<file path="config.mk">
export PLATFORM = sky130hd
export DESIGN_NAME = hilo_div_ctrl
export DESIGN_NICKNAME = d
export VERILOG_FILES = /design/src/rtl/hilo_div_ctrl.sv
export SDC_FILE = /design/constraint.sdc
export NUM_CORES = 1
export LEC_CHECK = 0
export CAP_MARGIN = 20
export CORE_ASPECT_RATIO = 1.4
export CORE_UTILIZATION = 42
export CTS_CLUSTER_SIZE = 16
export DETAILED_ROUTE_END_ITERATION = 16
export PLACE_DENSITY = 0.84
export RECOVER_POWER = 50
export SYNTH_ARGS = -nofsm -noshare
export SYNTH_HDL_FRONTEND = slang
export SYNTH_SLANG_ARGS = --single-unit
</file>
<file path="constraint.sdc">
create_clock -name clk -period 6.7 [get_ports clk]
set_clock_uncertainty 0.15 [all_clocks]
set_input_delay 2.01 -clock clk [delete_from_list [all_inputs] [get_ports clk]]
set_output_delay 2.01 -clock clk [all_outputs]
set_load 0.1 [all_outputs]
</file>
<file path="src/rtl/hilo_div_ctrl.sv">
// Sequencer between the decode stage and a shared multi-cycle divider; writes HI/LO on completion.
// Optional macro HILO_DIV_ZERO_BYPASS_EN: a zero divisor skips the divider and writes LO=all-ones, HI=dividend.
module hilo_div_ctrl (
    input  logic        clk,
    input  logic        rst,
    input  logic        div_req,
    input  logic        divu_req,
    input  logic        flush,
    input  logic [31:0] rs_val,
    input  logic [31:0] rt_val,
    output logic        dv_start,
    output logic        dv_signed,
    output logic [31:0] dv_dividend,
    output logic [31:0] dv_divisor,
    input  logic        dv_busy,
    input  logic [31:0] dv_q,
    input  logic [31:0] dv_r,
    output logic        stall,
    output logic        hilo_we,
    output logic [31:0] hi_wdata,
    output logic [31:0] lo_wdata,
    output logic        timeout_err
);

    // state | meaning
    // IDLE  | waiting for a divide request while the divider is free
    // START | one-cycle start pulse to the divider
    // WAIT  | divider running, watchdog counting
    // DONE  | one-cycle HI/LO write, core released
    typedef enum logic [1:0] {
        IDLE  = 2'b00,
        START = 2'b01,
        WAIT  = 2'b10,
        DONE  = 2'b11
    } state_t;

    localparam logic [5:0] WD_LIMIT = 6'd47;

    state_t      state, state_nxt;
    logic [5:0]  wd_cnt, wd_nxt, wd_inc;
    logic [31:0] rs_lat, rs_nxt;
    logic [31:0] rt_lat, rt_nxt;
    logic        sgn_lat, sgn_nxt;
    logic [31:0] hi_res, hi_nxt;
    logic [31:0] lo_res, lo_nxt;
    logic        to_flag, to_nxt;
    logic        req;

    assign req    = div_req | divu_req;
    assign wd_inc = wd_cnt + 6'd1;

    always_ff @(posedge clk or posedge rst) begin
        if (rst) begin
            state   <= IDLE;
            wd_cnt  <= '0;
            rs_lat  <= '0;
            rt_lat  <= '0;
            sgn_lat <= 1'b0;
            hi_res  <= '0;
            lo_res  <= '0;
            to_flag <= 1'b0;
        end else begin
            state   <= state_nxt;
            wd_cnt  <= wd_nxt;
            rs_lat  <= rs_nxt;
            rt_lat  <= rt_nxt;
            sgn_lat <= sgn_nxt;
            hi_res  <= hi_nxt;
            lo_res  <= lo_nxt;
            to_flag <= to_nxt;
        end
    end

    always_comb begin
        state_nxt = state;
        wd_nxt    = wd_cnt;
        rs_nxt    = rs_lat;
        rt_nxt    = rt_lat;
        sgn_nxt   = sgn_lat;
        hi_nxt    = hi_res;
        lo_nxt    = lo_res;
        to_nxt    = to_flag;
        if (flush) begin
            // abandoned divider keeps running; IDLE holds off until it drops busy
            state_nxt = IDLE;
        end else begin
            case (state)
                IDLE: begin
                    if (req && !dv_busy) begin
                        rs_nxt    = rs_val;
                        rt_nxt    = rt_val;
                        sgn_nxt   = div_req;
                        to_nxt    = 1'b0;
                        state_nxt = START;
`ifdef HILO_DIV_ZERO_BYPASS_EN
                        if (rt_val == 32'd0) begin
                            hi_nxt    = rs_val;
                            lo_nxt    = 32'hFFFF_FFFF;
                            state_nxt = DONE;
                        end
`endif
                    end
                end
                START: begin
                    wd_nxt    = '0;
                    state_nxt = WAIT;
                end
                WAIT: begin
                    wd_nxt = wd_inc;
                    if (!dv_busy) begin
                        hi_nxt    = dv_r;
                        lo_nxt    = dv_q;
                        state_nxt = DONE;
                    end else if (wd_inc == WD_LIMIT) begin
                        hi_nxt    = '0;
                        lo_nxt    = '0;
                        to_nxt    = 1'b1;
                        state_nxt = DONE;
                    end
                end
                DONE: begin
                    state_nxt = IDLE;
                end
                default: begin
                    state_nxt = IDLE;
                end
            endcase
        end
    end

    assign stall       = req && (state != DONE) && !flush;
    assign dv_start    = (state == START) && !flush;
    assign hilo_we     = (state == DONE) && !flush;
    assign timeout_err = (state == DONE) && to_flag && !flush;
    assign dv_signed   = sgn_lat;
    assign dv_dividend = rs_lat;
    assign dv_divisor  = rt_lat;
    assign hi_wdata    = hi_res;
    assign lo_wdata    = lo_res;

endmodule

</file>
# Word-level counts from Yosys, hierarchy flattened
# Index checks and enable logic that the tools add are counted.
# totals
mem_bits_ro	0
ram_bits	0
latchBits	0
register_bits	138
inputBits	134
n_memories	0
output_inout_bits	133
wordCells	52
# classes
n_lt_le_gt_ge	0
n_shift	0
n_mux	13
n_div	0
addsub	1
bitwise_logic	2
n_mul	0
n_eq_ne	11
n_reduce_logical	17
# op_table
op	count
2-to-1 mux 32 bit	3
one-hot mux 6 bit (2 select lines)	1
2-to-1 mux 2 bit	4
inequality test 2 bit (second input constant)	4
one-hot mux 2 bit (4 select lines)	1
logical AND 1 bit	7
adder 6 x 1 -> 6 bit (second input constant)	1
equality test 6 bit (second input constant)	1
AND reduction 3 bit	2
AND reduction 5 bit	1
equality test 2 bit (second input constant)	2
inequality test 4 bit (second input constant)	1
AND reduction 2 bit	2
nonzero test 2 bit	2
2-to-1 mux 1 bit	3
inequality test 3 bit (second input constant)	1
equality test 2 x 1 -> 1 bit (second input constant)	1
zero test 1 bit	2
zero test 2 bit	1
inequality test 2 x 1 -> 1 bit (second input constant)	1
one-hot mux 1 bit (2 select lines)	1
inverter 1 bit	1
OR 1 bit	1

# Logic depth before layout (Yosys ltp)
# logic_depth
word_depth	6
depth_mapped	7
ltp_nobuf	6

# Least setup slack after synthesis
# No wires, ideal clock.
# synth_timing
path_kind	input -> output
start	input flush
end	output timeout_err
cell_stages	2
setup_slack_ns	0.256
arrival_time_ns	4.284
required_time_ns	4.540
n_path_buf	0
cell_sequence	nor2b_1 -> and2_1
# synth_via
elab_chain_cells	2
# synth_lines
item	line	text
start: declaration	8	input logic flush,
zero test 1 bit	134	assign timeout_err = (state == DONE) && to_flag && !flush;
logical AND 1 bit	134	
end: declaration	22	output logic timeout_err
# No other way between the ends.

# Final worst setup path
# layout_timing
start	input dv_busy
end	register lo_res[1] (netlist: lo_wdata[1])
# layout_via
elab_chain_cells	2
word_cells_on_any_way	3
cone_classes	eq/ne (1); mux (1); reduce/logical (1)
# layout_lines
item	line	text
start: declaration	15	input logic dv_busy,
inequality test 2 x 1 -> 1 bit (no source line)	-	
AND reduction 3 bit (no source line)	-	
end signal: assignment	69	lo_res <= lo_nxt;
end: declaration	45	logic [31:0] lo_res, lo_nxt;
# Several ways; a longest one is shown, not always the timed one.
# A chain may end at the register's enable or synchronous reset.

==> out/qor.txt <==
Outcome: finished, violations left
Violated checks: max-capacitance violations, max-slew violations
Synth warn: 0
Post-synthesis mux area share: 12.8%
M1 WL: 5880 um
Worst relative slew slack: -111%
Compound-Gate Fraction of Synth Area: 15.3%
Mapped Cells: 493
Drt total wl: 16,900 um
Hold wc startpoint: dv_divisor[28]
Yosys reg bits: 138
Commonest non-fill, non-tap cell in the layout: clkdlybuf4s50_1
Clk_lat worst skew: 0.41 ns
Starting Density: 43.3%
CTS buffer count: 17
H-Tree Depth: 4
Clk sinks: 138
Worst EP required: 6.82 ns
Worst setup path class: primary input to flop
RSZ-0062 raised after global routing: no
Mean post-synth cell area: 11.9 um^2
Synth unique cells: 37
DIE AREA: 14,400 um^2
Reg-to-reg slack, setup: 3.70 ns
Max Used Layer: met4
Die H: 142 um
Initial DRC count: 235
# Max-Cap Violations: 2
Post-CTS Setup Bufs: 0
Reg2Reg Depth: 8
Largest family of logic cells by synthesized area: compound AO/OA/AOI/OAI gates
Final Max Tran Viols: 148
Fin crit share: 82.3%
Antenna Violating Nets Remaining: 0
Seq. cell area: 3450 um^2
Tightest Hold Check Type: flop to flop
Most frequent cells in the layout: clkdlybuf4s50_1 (259), dfrtp_1 (138), nand2_1 (70)
Clock Tree Buf Depth: 2
Final Non-Filler Cells: 943
Worst-margin pin slew: 3.16 ns
Fin Setup TNS: 0 ns
CTS resizes: 0
Reg-to-reg endpoint: hi_wdata[3]
Reg clk slew, reported paths: 0.06 ns
Dpl hpwl: 11,800 um
Post-Place Cells: 910
Vias after detailed routing: 4,987
R2R Path Start: state[0]
Met3 wire length: 1050 um
WP data arrival: 5.64 ns
WL per Instance: 17.9 um
Core Area: 13,500 um^2
Area delta synth->final: 56.3%
Hold_ws: 0.335 ns
Area of the multi-input gates: 2180 um^2
Layout cell share with drive strength beyond 1: 9.46%
Post-synth net total: 634
Grt total ovfl: 0
Area share of the largest cell type after synthesis: 59.0%
Hold Buf Count CTS: 0
Global-route wire length before repair: 25,700 um
Tmin final: 5.52 ns
WHS Path Cells: 1
Input/output buffers: 266
TritonCTS clock tree: yes
Post-Place Worst Slack: 1.37 ns
Antenna violations before repair: 0
Site Rows: 50
Fillers: 1,015
Sequential area share after synthesis: 59.0%
Slack of the critical path: 1.18 ns
Final hold violations: 0
Adder-Cell Fraction of Synth Area: 1.50%
Tot GR Track Use: 23.2%
Critical Path Start Type: primary input
WHS Endpoint: dv_divisor[28]
Vias/cell: 5.29
Routed met2 length: 9370 um
First-pass detailed-route iteration total: 5
DRC: 0
Top cells by area, synth: dfrtp_1 (59%), a22oi_1 (8.2%), mux2_1 (7.7%), mux2_2 (4.8%), nand2_1 (4.5%)
Max Fclk: 181 MHz
# IOs: 267
Routability cong.: 0.817
Xor and xnor area share after synthesis: 0.299%
Final net count: 889
Root Driver: clkbuf_16
Vias in the first global route: 5,132
Setup Viol. Count Final: 0
Antenna cells: 0
Largest net degree at the start of global routing: 93
Worst setup EP type: flop
Post-synth top area cell: dfrtp_1
Netlist Area Pre-Place: 5860 um^2
Die X: 102 um
Crit path max fanout: 71
Post-synthesis simple-gate area fraction: 7.31%
==> state kept, by name, indices dropped and copies added (netlist names) <==
| register | flops |
|---|---|
| state | 2 |
| dv_divisor | 32 |
| wd_cnt | 6 |
| dv_dividend | 32 |
| dv_signed | 1 |
| lo_wdata | 32 |
| hi_wdata | 32 |
| to_flag | 1 |
==> Yosys cell counts <==
master,number
o21ai_1,21
buf_6,4
nand3_1,3
dfrtp_1,138
o31ai_1,1
nand2b_1,5
nor2b_1,3
buf_1,1
inv_1,6
o21ai_0,49
clkbuf_1,8
nand3_2,1
o21a_1,1
buf_2,23
and2_1,1
mux2i_1,2
nor4b_4,1
a311oi_1,1
nor2_1,2
xor2_1,2
a22oi_1,64
nor3b_1,1
buf_4,1
mux2_2,25
a21o_1,1
ha_1,7
a21oi_1,1
mux2_1,40
nand3b_1,1
or3_1,2
a22o_1,2
nand2_1,70
o211a_1,1
nand4_1,1
nor3_1,1
nor2_2,1
or4_1,1
==> logic make-up after synthesis <==
logic type,after synthesis
AND/OR/NAND/NOR,94
buffers and inverters,43
flip-flops,138
XOR/XNOR,2
adder cells (fa/ha/maj),7
multiplexers,67
AO/OA/AOI/OAI,142
==> through the flow <==
stage	util (%)	instance area, um^2
5_1_grt	67.7	9150
2_1_floorplan	-	5860
6_report	67.7	9150
3_3_place_gp	63.5	8590
4_1_cts	67.8	9170
3_5_place_dp	63.7	8610
==> how the worst max path moves through the flow <==
stage,start,endpoint,slack (ns),depth (start not counted)
after floorplan,flush,timeout_err,0.26,2
after global placement,flush,timeout_err,1.40,4
after detailed placement,flush,timeout_err,1.37,4
after CTS,flush,timeout_err,1.36,4
after global routing,dv_busy,lo_wdata[5],0.78,6
final,dv_busy,lo_wdata[1],1.18,6
==> critical path, cell delays in order <==
cell and delay [ns]:
buf_2 0.08, clkbuf_1 2.21, nor2_4 0.43, buf_4 0.50, a22oi_1 0.21, o21ai_0 0.14
==> metal layers <==
metal | track usage (%) | up-vias
li1 | - | 2269
met1 | 24.2 | 2472
met2 | 42.7 | 210
met3 | 5.86 | 36
met4 | 11.1 | 0
met5 | 0 | -
==> layout make-up <==
type | instances | area share [%]
multi-input cells | 312 | 23.8
inverters | 6 | 0.260
flip-flops and latches | 138 | 37.7
clock buffers | 20 | 4.99
clock inverters | 12 | 1.15
repair buffers | 273 | 29.6
well taps | 182 | 2.49
Power is left out: the tool's default activity adds up to more than one toggle a clock period on the data nets, which glitch-free logic cannot reach.
